### src/rtl/rv32i_defines.sv
// Shared rv32i definitions: data-memory access encodings and the legality
// rule used by the load/store unit.
package rv32i_defines;

  // funct3 encodings for data-memory accesses. Stores reuse the size
  // encodings of the signed loads: SB = LB, SH = LH, SW = LW.
  typedef enum logic [2:0] {
    MEM_B  = 3'b000,  // LB / SB
    MEM_H  = 3'b001,  // LH / SH
    MEM_W  = 3'b010,  // LW / SW
    MEM_BU = 3'b100,  // LBU
    MEM_HU = 3'b101   // LHU
  } mem_funct3_t;

  // True when funct3 names a real access of this direction and the byte
  // offset is naturally aligned for the access size.
  function automatic logic mem_req_legal(input logic       store,
                                         input logic [2:0] funct3,
                                         input logic [1:0] offset);
    logic legal;
    case (funct3)
      MEM_B:   legal = 1'b1;
      MEM_H:   legal = ~offset[0];
      MEM_W:   legal = (offset == 2'b00);
      MEM_BU:  legal = ~store;
      MEM_HU:  legal = ~store & ~offset[0];
      default: legal = 1'b0;
    endcase
    return legal;
  endfunction

endpackage

### src/rtl/rv32i_load_store_unit_if.sv
// Bundle between the memory stage, the load/store unit and the data memory.
interface rv32i_load_store_unit_if;

  // request from the memory stage
  logic        req_valid;
  logic        req_ready;
  logic        req_store;
  logic [2:0]  req_funct3;
  logic [31:0] req_addr;
  logic [31:0] req_wr_data;

  // response / status back to the pipeline
  logic        rsp_valid;
  logic [31:0] rsp_rd_data;
  logic        fault;
  logic        busy;

  // single-ported, word-wide data memory
  logic [31:0] mem_addr;
  logic [31:0] mem_wr_data;
  logic        mem_wr_ena;
  logic [31:0] mem_rd_data;

  // pipeline side: issues requests, receives load data and status
  modport master (
    output req_valid, req_store, req_funct3, req_addr, req_wr_data,
    input  req_ready, rsp_valid, rsp_rd_data, fault, busy
  );

  // load/store unit side
  modport slave (
    input  req_valid, req_store, req_funct3, req_addr, req_wr_data,
    output req_ready, rsp_valid, rsp_rd_data, fault, busy,
    output mem_addr, mem_wr_data, mem_wr_ena,
    input  mem_rd_data
  );

  // data memory side
  modport mem (
    input  mem_addr, mem_wr_data, mem_wr_ena,
    output mem_rd_data
  );

endinterface

### src/rtl/register.sv
// Generic pipeline register with synchronous, active-high reset.
module register #(
  parameter int unsigned           WIDTH       = 1,
  parameter logic [WIDTH-1:0]      RESET_VALUE = '0
) (
  input  logic             clk,
  input  logic             rst,
  input  logic [WIDTH-1:0] d,
  output logic [WIDTH-1:0] q
);

  // capture d every cycle, forced to RESET_VALUE while rst is high
  always_ff @(posedge clk) begin
    // NOTE: flops use non-blocking assignment so every register samples
    // its input from before the edge, independent of process order.
    if (rst) q <= RESET_VALUE;
    else     q <= d;
  end

endmodule

### src/rtl/rv32i_lsu_align.sv
// Byte-lane steering for the load/store unit: load extraction/extension and
// the sub-word merge used by read-modify-write stores. Purely combinational.
module rv32i_lsu_align
  import rv32i_defines::*;
(
  // load path
  input  logic [31:0] ld_word,
  input  logic [1:0]  ld_offset,
  input  logic [2:0]  ld_funct3,
  output logic [31:0] ld_data,
  // store merge path
  input  logic [31:0] st_old_word,
  input  logic [15:0] st_new_data,
  input  logic [1:0]  st_offset,
  input  logic [2:0]  st_funct3,
  output logic [31:0] st_word
);

  logic [7:0]  ld_byte;
  logic [15:0] ld_half;

  // pick the addressed lane and sign- or zero-extend it
  always_comb begin
    // NOTE: combinational blocks use blocking assignment so later lines see
    // the values computed above them in the same evaluation.
    ld_byte = ld_word[{ld_offset, 3'b000} +: 8];
    ld_half = ld_offset[1] ? ld_word[31:16] : ld_word[15:0];
    case (ld_funct3)
      MEM_B:   ld_data = {{24{ld_byte[7]}}, ld_byte};
      MEM_BU:  ld_data = {24'h0, ld_byte};
      MEM_H:   ld_data = {{16{ld_half[15]}}, ld_half};
      MEM_HU:  ld_data = {16'h0, ld_half};
      default: ld_data = ld_word;
    endcase
  end

  // overwrite only the target lane(s) of the old word
  always_comb begin
    st_word = st_old_word;
    case (st_funct3)
      MEM_B: st_word[{st_offset, 3'b000} +: 8] = st_new_data[7:0];
      MEM_H: begin
        if (st_offset[1]) st_word[31:16] = st_new_data;
        else              st_word[15:0]  = st_new_data;
      end
      default: st_word = st_old_word;
    endcase
  end

endmodule

### src/rtl/rv32i_load_store_unit.sv
// Memory-stage load/store unit: word stores in one cycle, loads in two,
// sub-word stores by read-modify-write, misaligned/illegal requests fault.
module rv32i_load_store_unit
  import rv32i_defines::*;
(
  input  logic                     clk,
  input  logic                     rst,
  rv32i_load_store_unit_if.slave   bus
);

  typedef enum logic [1:0] {
    ST_IDLE,
    ST_LOAD_WAIT,
    ST_RMW_WRITE
  } state_t;

  state_t      state_q, state_d;

  logic        rsp_valid_d, rsp_valid_q;
  logic [31:0] rsp_rd_data_d, rsp_rd_data_q;
  logic        fault_d, fault_q;
  logic [2:0]  funct3_d, funct3_q;
  logic [1:0]  offset_d, offset_q;
  logic [29:0] word_addr_d, word_addr_q;
  logic [15:0] st_data_d, st_data_q;

  logic        req_ready;
  logic        accept;
  logic        req_legal;
  logic        wr_ena;
  logic [31:0] mem_addr;
  logic [31:0] mem_wr_data;
  logic [31:0] ld_data;
  logic [31:0] st_word;

  assign accept    = bus.req_valid & req_ready;
  assign req_legal = mem_req_legal(bus.req_store, bus.req_funct3, bus.req_addr[1:0]);

  rv32i_lsu_align u_align (
    .ld_word     (bus.mem_rd_data),
    .ld_offset   (offset_q),
    .ld_funct3   (funct3_q),
    .ld_data     (ld_data),
    .st_old_word (bus.mem_rd_data),
    .st_new_data (st_data_q),
    .st_offset   (offset_q),
    .st_funct3   (funct3_q),
    .st_word     (st_word)
  );

  // next-state, latch enables and memory-port drive
  always_comb begin
    // NOTE: every output gets a default first so no path leaves one
    // unassigned, which would otherwise infer a latch.
    state_d       = state_q;
    req_ready     = 1'b0;
    mem_addr      = {bus.req_addr[31:2], 2'b00};
    mem_wr_data   = '0;
    wr_ena        = 1'b0;
    rsp_valid_d   = 1'b0;
    rsp_rd_data_d = rsp_rd_data_q;
    fault_d       = 1'b0;
    funct3_d      = funct3_q;
    offset_d      = offset_q;
    word_addr_d   = word_addr_q;
    st_data_d     = st_data_q;

    case (state_q)
      ST_IDLE: begin
        req_ready = 1'b1;
        if (accept) begin
          if (!req_legal) begin
            fault_d = 1'b1;
          end else if (!bus.req_store) begin
            funct3_d = bus.req_funct3;
            offset_d = bus.req_addr[1:0];
            state_d  = ST_LOAD_WAIT;
          end else if (bus.req_funct3 == MEM_W) begin
            wr_ena      = 1'b1;
            mem_wr_data = bus.req_wr_data;
          end else begin
            // sub-word store: this cycle's address issues the read
            funct3_d    = bus.req_funct3;
            offset_d    = bus.req_addr[1:0];
            word_addr_d = bus.req_addr[31:2];
            st_data_d   = bus.req_wr_data[15:0];
            state_d     = ST_RMW_WRITE;
          end
        end
      end
      ST_LOAD_WAIT: begin
        rsp_rd_data_d = ld_data;
        rsp_valid_d   = 1'b1;
        state_d       = ST_IDLE;
      end
      ST_RMW_WRITE: begin
        mem_addr    = {word_addr_q, 2'b00};
        wr_ena      = 1'b1;
        mem_wr_data = st_word;
        state_d     = ST_IDLE;
      end
      default: state_d = ST_IDLE;
    endcase
  end

  // FSM state register
  always_ff @(posedge clk) begin
    if (rst) state_q <= ST_IDLE;
    else     state_q <= state_d;
  end

  register #(.WIDTH(1))  u_rsp_valid   (.clk(clk), .rst(rst), .d(rsp_valid_d),   .q(rsp_valid_q));
  register #(.WIDTH(32)) u_rsp_rd_data (.clk(clk), .rst(rst), .d(rsp_rd_data_d), .q(rsp_rd_data_q));
  register #(.WIDTH(1))  u_fault       (.clk(clk), .rst(rst), .d(fault_d),       .q(fault_q));
  register #(.WIDTH(3))  u_funct3      (.clk(clk), .rst(rst), .d(funct3_d),      .q(funct3_q));
  register #(.WIDTH(2))  u_offset      (.clk(clk), .rst(rst), .d(offset_d),      .q(offset_q));
  register #(.WIDTH(30)) u_word_addr   (.clk(clk), .rst(rst), .d(word_addr_d),   .q(word_addr_q));
  register #(.WIDTH(16)) u_st_data     (.clk(clk), .rst(rst), .d(st_data_d),     .q(st_data_q));

  // a reset landing on a write cycle must not corrupt memory
  assign bus.mem_wr_ena  = wr_ena & ~rst;
  assign bus.mem_addr    = mem_addr;
  assign bus.mem_wr_data = mem_wr_data;
  assign bus.req_ready   = req_ready;
  assign bus.busy        = ~req_ready;
  assign bus.rsp_valid   = rsp_valid_q;
  assign bus.rsp_rd_data = rsp_rd_data_q;
  assign bus.fault       = fault_q;

endmodule

### src/flat_wrapper.sv
// flat-port wrapper written by rule: the top's interface ports become plain ports
module rv32i_load_store_unit_flat import rv32i_defines::*;
  (clk, rst, bus_req_valid, bus_req_store, bus_req_funct3, bus_req_addr, bus_req_wr_data, bus_req_ready, bus_rsp_valid, bus_rsp_rd_data, bus_fault, bus_busy, bus_mem_addr, bus_mem_wr_data, bus_mem_wr_ena, bus_mem_rd_data);
  rv32i_load_store_unit_if bus_i ();
  input  logic clk;
  input  logic rst;
  input wire logic [$bits(bus_i.req_valid)-1:0] bus_req_valid;
  input wire logic [$bits(bus_i.req_store)-1:0] bus_req_store;
  input wire logic [$bits(bus_i.req_funct3)-1:0] bus_req_funct3;
  input wire logic [$bits(bus_i.req_addr)-1:0] bus_req_addr;
  input wire logic [$bits(bus_i.req_wr_data)-1:0] bus_req_wr_data;
  output wire logic [$bits(bus_i.req_ready)-1:0] bus_req_ready;
  output wire logic [$bits(bus_i.rsp_valid)-1:0] bus_rsp_valid;
  output wire logic [$bits(bus_i.rsp_rd_data)-1:0] bus_rsp_rd_data;
  output wire logic [$bits(bus_i.fault)-1:0] bus_fault;
  output wire logic [$bits(bus_i.busy)-1:0] bus_busy;
  output wire logic [$bits(bus_i.mem_addr)-1:0] bus_mem_addr;
  output wire logic [$bits(bus_i.mem_wr_data)-1:0] bus_mem_wr_data;
  output wire logic [$bits(bus_i.mem_wr_ena)-1:0] bus_mem_wr_ena;
  input wire logic [$bits(bus_i.mem_rd_data)-1:0] bus_mem_rd_data;
  assign bus_i.req_valid = bus_req_valid;
  assign bus_i.req_store = bus_req_store;
  assign bus_i.req_funct3 = bus_req_funct3;
  assign bus_i.req_addr = bus_req_addr;
  assign bus_i.req_wr_data = bus_req_wr_data;
  assign bus_req_ready = bus_i.req_ready;
  assign bus_rsp_valid = bus_i.rsp_valid;
  assign bus_rsp_rd_data = bus_i.rsp_rd_data;
  assign bus_fault = bus_i.fault;
  assign bus_busy = bus_i.busy;
  assign bus_mem_addr = bus_i.mem_addr;
  assign bus_mem_wr_data = bus_i.mem_wr_data;
  assign bus_mem_wr_ena = bus_i.mem_wr_ena;
  assign bus_i.mem_rd_data = bus_mem_rd_data;
  rv32i_load_store_unit u_core (.clk(clk), .rst(rst), .bus(bus_i));
endmodule
### config.mk
export PLATFORM = sky130hd
export DESIGN_NAME = rv32i_load_store_unit_flat
export DESIGN_NICKNAME = d
export VERILOG_FILES = /design/src/rtl/rv32i_defines.sv /design/src/rtl/rv32i_load_store_unit_if.sv /design/src/rtl/register.sv /design/src/rtl/rv32i_lsu_align.sv /design/src/rtl/rv32i_load_store_unit.sv /design/src/flat_wrapper.sv
export SDC_FILE = /design/constraint.sdc
export NUM_CORES = 1
export LEC_CHECK = 0
export CELL_PAD_IN_SITES_DETAIL_PLACEMENT = 1
export CELL_PAD_IN_SITES_GLOBAL_PLACEMENT = 2
export CORE_MARGIN = 3
export CORE_UTILIZATION = 26
export DETAILED_ROUTE_END_ITERATION = 6
export PLACE_DENSITY_LB_ADDON = 0.25
export REMOVE_ABC_BUFFERS = 1
export SLEW_MARGIN = 20
export SYNTH_ARGS = -nofsm -noshare
export SYNTH_HDL_FRONTEND = slang
export SYNTH_SLANG_ARGS = --single-unit
### constraint.sdc
create_clock -name clk -period 5.3 [get_ports clk]
set_clock_uncertainty 0.05 [all_clocks]
set_input_delay 1.06 -clock clk [delete_from_list [all_inputs] [get_ports clk]]
set_output_delay 1.06 -clock clk [all_outputs]
set_load 0.05 [all_outputs]
==> metrics.md <==
| Metric | Value |
|---|---|
| Yosys warning total | 0 |
| Internal Dissipation | roughly 1200 uW |
| Max-slew violations | 0 |
| Vias per std cell | 5.108 |
| CTS max path bufs | 2 |
| Worst slew margin | between 20 and 30% |
| Seq pwr share | 39.7% |
| Final WS setup | 870.5 ps |
| Final Hold Viols | 0 |
| Hold WS | 405.9 ps |
| Max Cap Violations | 0 |
| H-tree depth | 3 |
| Yosys cell types | 56 |
| Antenna Cells | 0 |
| Post-synth EDFFs | 0 |
| WP data arrival | 3320 ps |
| Layout cells sized above 1 | 18.25% |
| Setup violators final | 0 |
| FF-to-FF path depth | 4 |
| Synth Instances | 613 |
| Reg-to-reg endpoint | u_core.u_rsp_rd_data.q[8] |
| Hpwl dp | 15.71 mm |
| Fin crit period | 4430 ps |
| Area growth, synth to finish | 54.35% |
| Vias in the first global route | 5730 |
| Port bufs | 201 |
| Critical path depth | 5 |
| Syn Area/Cell | 8.344 um2 |
| Worst-path maximum fanout | 6 |
| Grt ovf | 0 |
| Hold path depth | 2 |
| Outcome | finished clean |
| Quantity of gates resized following cts | 0 |
| Crit-path slowest cell | clkdlybuf4s50_1 |
| FMAX | 0.2258 GHz |
| Cell class contributing the biggest share of worst-path delay | buffers and inverters |
| Clock sink count | 87 |
| Clock slew at reported path FFs | roughly 70 ps |
| Fill cell count | 2241 |
| Routed vias | 5358 |
| Placer congestion estimate | between 0.7 and 0.8 |
| Met3 Use GR | between 5 and 6% |
| Row cnt | 50 |
| Met1 Use GR | between 20% and 30% |
| ANT nets after route | 0 |
| CP endpoint | bus_mem_wr_ena |
| Post-synth top area cell | dfxtp_1 |
| DIE HEIGHT | 146.3 um |
| Switching portion of total power | 30.76% |
| Max VDD drop | 154.7 uV |
| Crit share post-route | a little over four fifths |
| Boundary pin count | 204 |
| Cell Pwr Density | 220.8 mW/mm2 |
| Latest clock arrival within the worst-skew pair | between 300 and 400 ps |
| Crit path top cell by count | clkdlybuf4s50_1 |
| Async SR Flop Fraction | 0% |
| First-pass GRT wire length | 33.43 mm |
| Die Footprint | 0.02139 mm2 |
| Yosys top cell area share | 34.05% |
| Largest net degree at the start of global routing | 54 |
| Setup TNS | 0 ps |
| Starting density of the core | a little over a quarter |
| Pleak | 0.002746 uW |
| Drt pass-1 iters | 4 |
| CP Launch Type | input pin |
| FF+latch count, synth | 87 |
| Met2 usage | 32.58% |
| Reg2reg setup slack | approximately 2700 ps |
| Nets | 893 |
| CTS tree | yes |
| CTS Root Cell | clkbuf_16 |
| GRT Max-Usage Layer | met2 |
| RSZ-0062 raised after global routing | no |
| Crit Path Class | input pin to output port |
| P_sw | 536.1 uW |
| Initial DRC count | 299 |
| Core area | around 0.019 mm2 |
| Die W | 146.3 um |
| GRT Total Usage | 19.49% |
| Post-Synthesis Cell Area | slightly above 0.005 mm2 |
| Crit-path max cell delay | between 800 and 900 ps |
| Measured slew at the worst slew-check pin | 1063 ps |
| Final WL | 21.36 mm |
| Worst hold-check path type | flop to flop |
| Combinational Power Share | ~24% |
| CP required | between 4000 and 5000 ps |
| Worst setup path startpoint | bus_req_store |
| CP cell instances | clkdlybuf4s50_1 -> nor4bb_1 -> o211ai_1 -> a21oi_1 -> clkdlybuf4s50_1 |
| Post-synthesis sequential area ratio | 34.05% |
| Post-CTS Hold Buffers | 0 |
| Clk network pwr share | about 36% |
| Worst setup EP type | output port |
| Postcts setup bufs | 0 |
| CTS Buf Count | 9 |
| Primary FF master, synth | dfxtp_1 |
| Initial antenna violation count | 0 |
| Ranking of synthesized cells by area | dfxtp_1 34%, nand2_1 11%, mux2_2 9.0% |
| Post-DR wirelength/cell | 20.36 um |
| DRC viols | 0 |
| Worst reg2reg startpoint | u_core.state_q[1] |
| Worst Setup Slack post-DPL | about 860 ps |
| WP buf/inv | 2 |
-- Yosys cell counts (2+ instances only) --
cell	instances
a211oi_1	24
a21oi_1	42
a21oi_2	10
a221o_1	25
a221oi_1	8
a221oi_2	2
a222oi_1	8
a22o_1	8
a31o_2	7
and2_1	17
buf_2	18
buf_4	4
buf_6	6
clkbuf_1	23
dfxtp_1	87
ha_1	5
inv_1	6
mux2_2	41
mux2i_1	5
nand2_1	145
nand2_2	10
nand2b_1	5
nor2_1	26
nor2b_1	2
nor3_1	14
nor3_2	2
nor4_4	2
nor4bb_1	2
o21ai_0	19
o21bai_1	7
o2bb2ai_1	8
-- layer usage --
layer	vias up	share of wire, %
li1	2562	-
met2	168	47
met3	23	6.3
met5	-	0
met1	2605	45
met4	0	1.6
-- worst reg2reg max path: stages (launching register included) --
cell and delay (ps):
dfxtp_1 360, nand2b_1 610, nor2_1 760, o31a_1 500, a221oi_1 160
-- worst min path at each step --
stage | to | from
6_report | u_core.u_word_addr.q[21] | u_core.u_word_addr.q[21]
3_3_place_gp | u_core.u_word_addr.q[28] | u_core.u_word_addr.q[28]
3_5_place_dp | u_core.u_word_addr.q[19] | u_core.u_word_addr.q[19]
5_1_grt | u_core.u_word_addr.q[22] | u_core.u_word_addr.q[22]
4_1_cts | u_core.u_word_addr.q[28] | u_core.u_word_addr.q[28]
2_1_floorplan | u_core.u_word_addr.q[10] | u_core.u_word_addr.q[10]
-- sequential cells by signal, indices dropped and copies added (netlist names) --
name                    count
u_core.u_offset.q           2
u_core.u_rsp_valid.q        1
u_core.u_fault.q            1
u_core.u_word_addr.q       30
u_core.u_st_data.q         16
u_core.state_q              2
u_core.u_rsp_rd_data.q     32
u_core.u_funct3.q           3
-- layout by cell type (no fill, tap or decap), drive strengths merged, types with 6 or more instances in the layout --
cell           count
a211oi            25
a21oi             53
a221o             25
a221oi            10
a222oi             8
a22o               8
a31o               7
and2              17
buf               44
clkbuf            12
clkdlybuf4s50    168
dfxtp             87
inv                6
mux2              42
nand2            155
nor2              26
nor3              16
o21ai             20
o21bai             7
o2bb2ai            8
-- metrics by stage --
| stage | power (uW) | utilization, % | instances | instance area [um2] |
|---|---|---|---|---|
| 3_5_place_dp | 1128 | 39.88 | 1033 | 7584 |
| 5_1_grt | 1814 | 41.51 | 1049 | 7895 |
| 2_1_floorplan | 911.3 | - | 562 | 4830 |
| 3_3_place_gp | 1121 | 39.88 | 1033 | 7584 |
| 4_1_cts | 1763 | 41.37 | 1048 | 7868 |
| 6_report | 1743 | 41.51 | 1049 | 7895 |
-- final cells by class --
cell class                 instances  area, um2  area share, %
clock buffer                      12      266.5          3.376
clock inverter                     3      17.52         0.2219
inverter                           6      22.52         0.2853
multi-input combinational        469       3089          39.13
sequential                        87       1742          22.06
tap                              260      325.3          4.120
timing repair buffer             212       2432          30.81
-- power groups by stage --
| stage | clock, uW | combinational [uW] | sequential [uW] |
|---|---|---|---|
| 3_5_place_dp | 0 | 420 | 707 |
| 4_1_cts | 649 | 423 | 692 |
| 3_3_place_gp | 0 | 415 | 706 |
| 6_report | 629 | 421 | 693 |
| 5_1_grt | 672 | 447 | 695 |
| 2_1_floorplan | 0 | 182 | 729 |
-- cell families after synthesis --
group           share of synthesized area [%]
compound gates                          26.79
mux                                     10.30
fa+ha+maj                               1.223
buf+inv                                 6.091
other cells                           0.07332
simple gates                            21.48
flops                                   34.05
No activity file was read; power rests on OpenSTA's default activity.
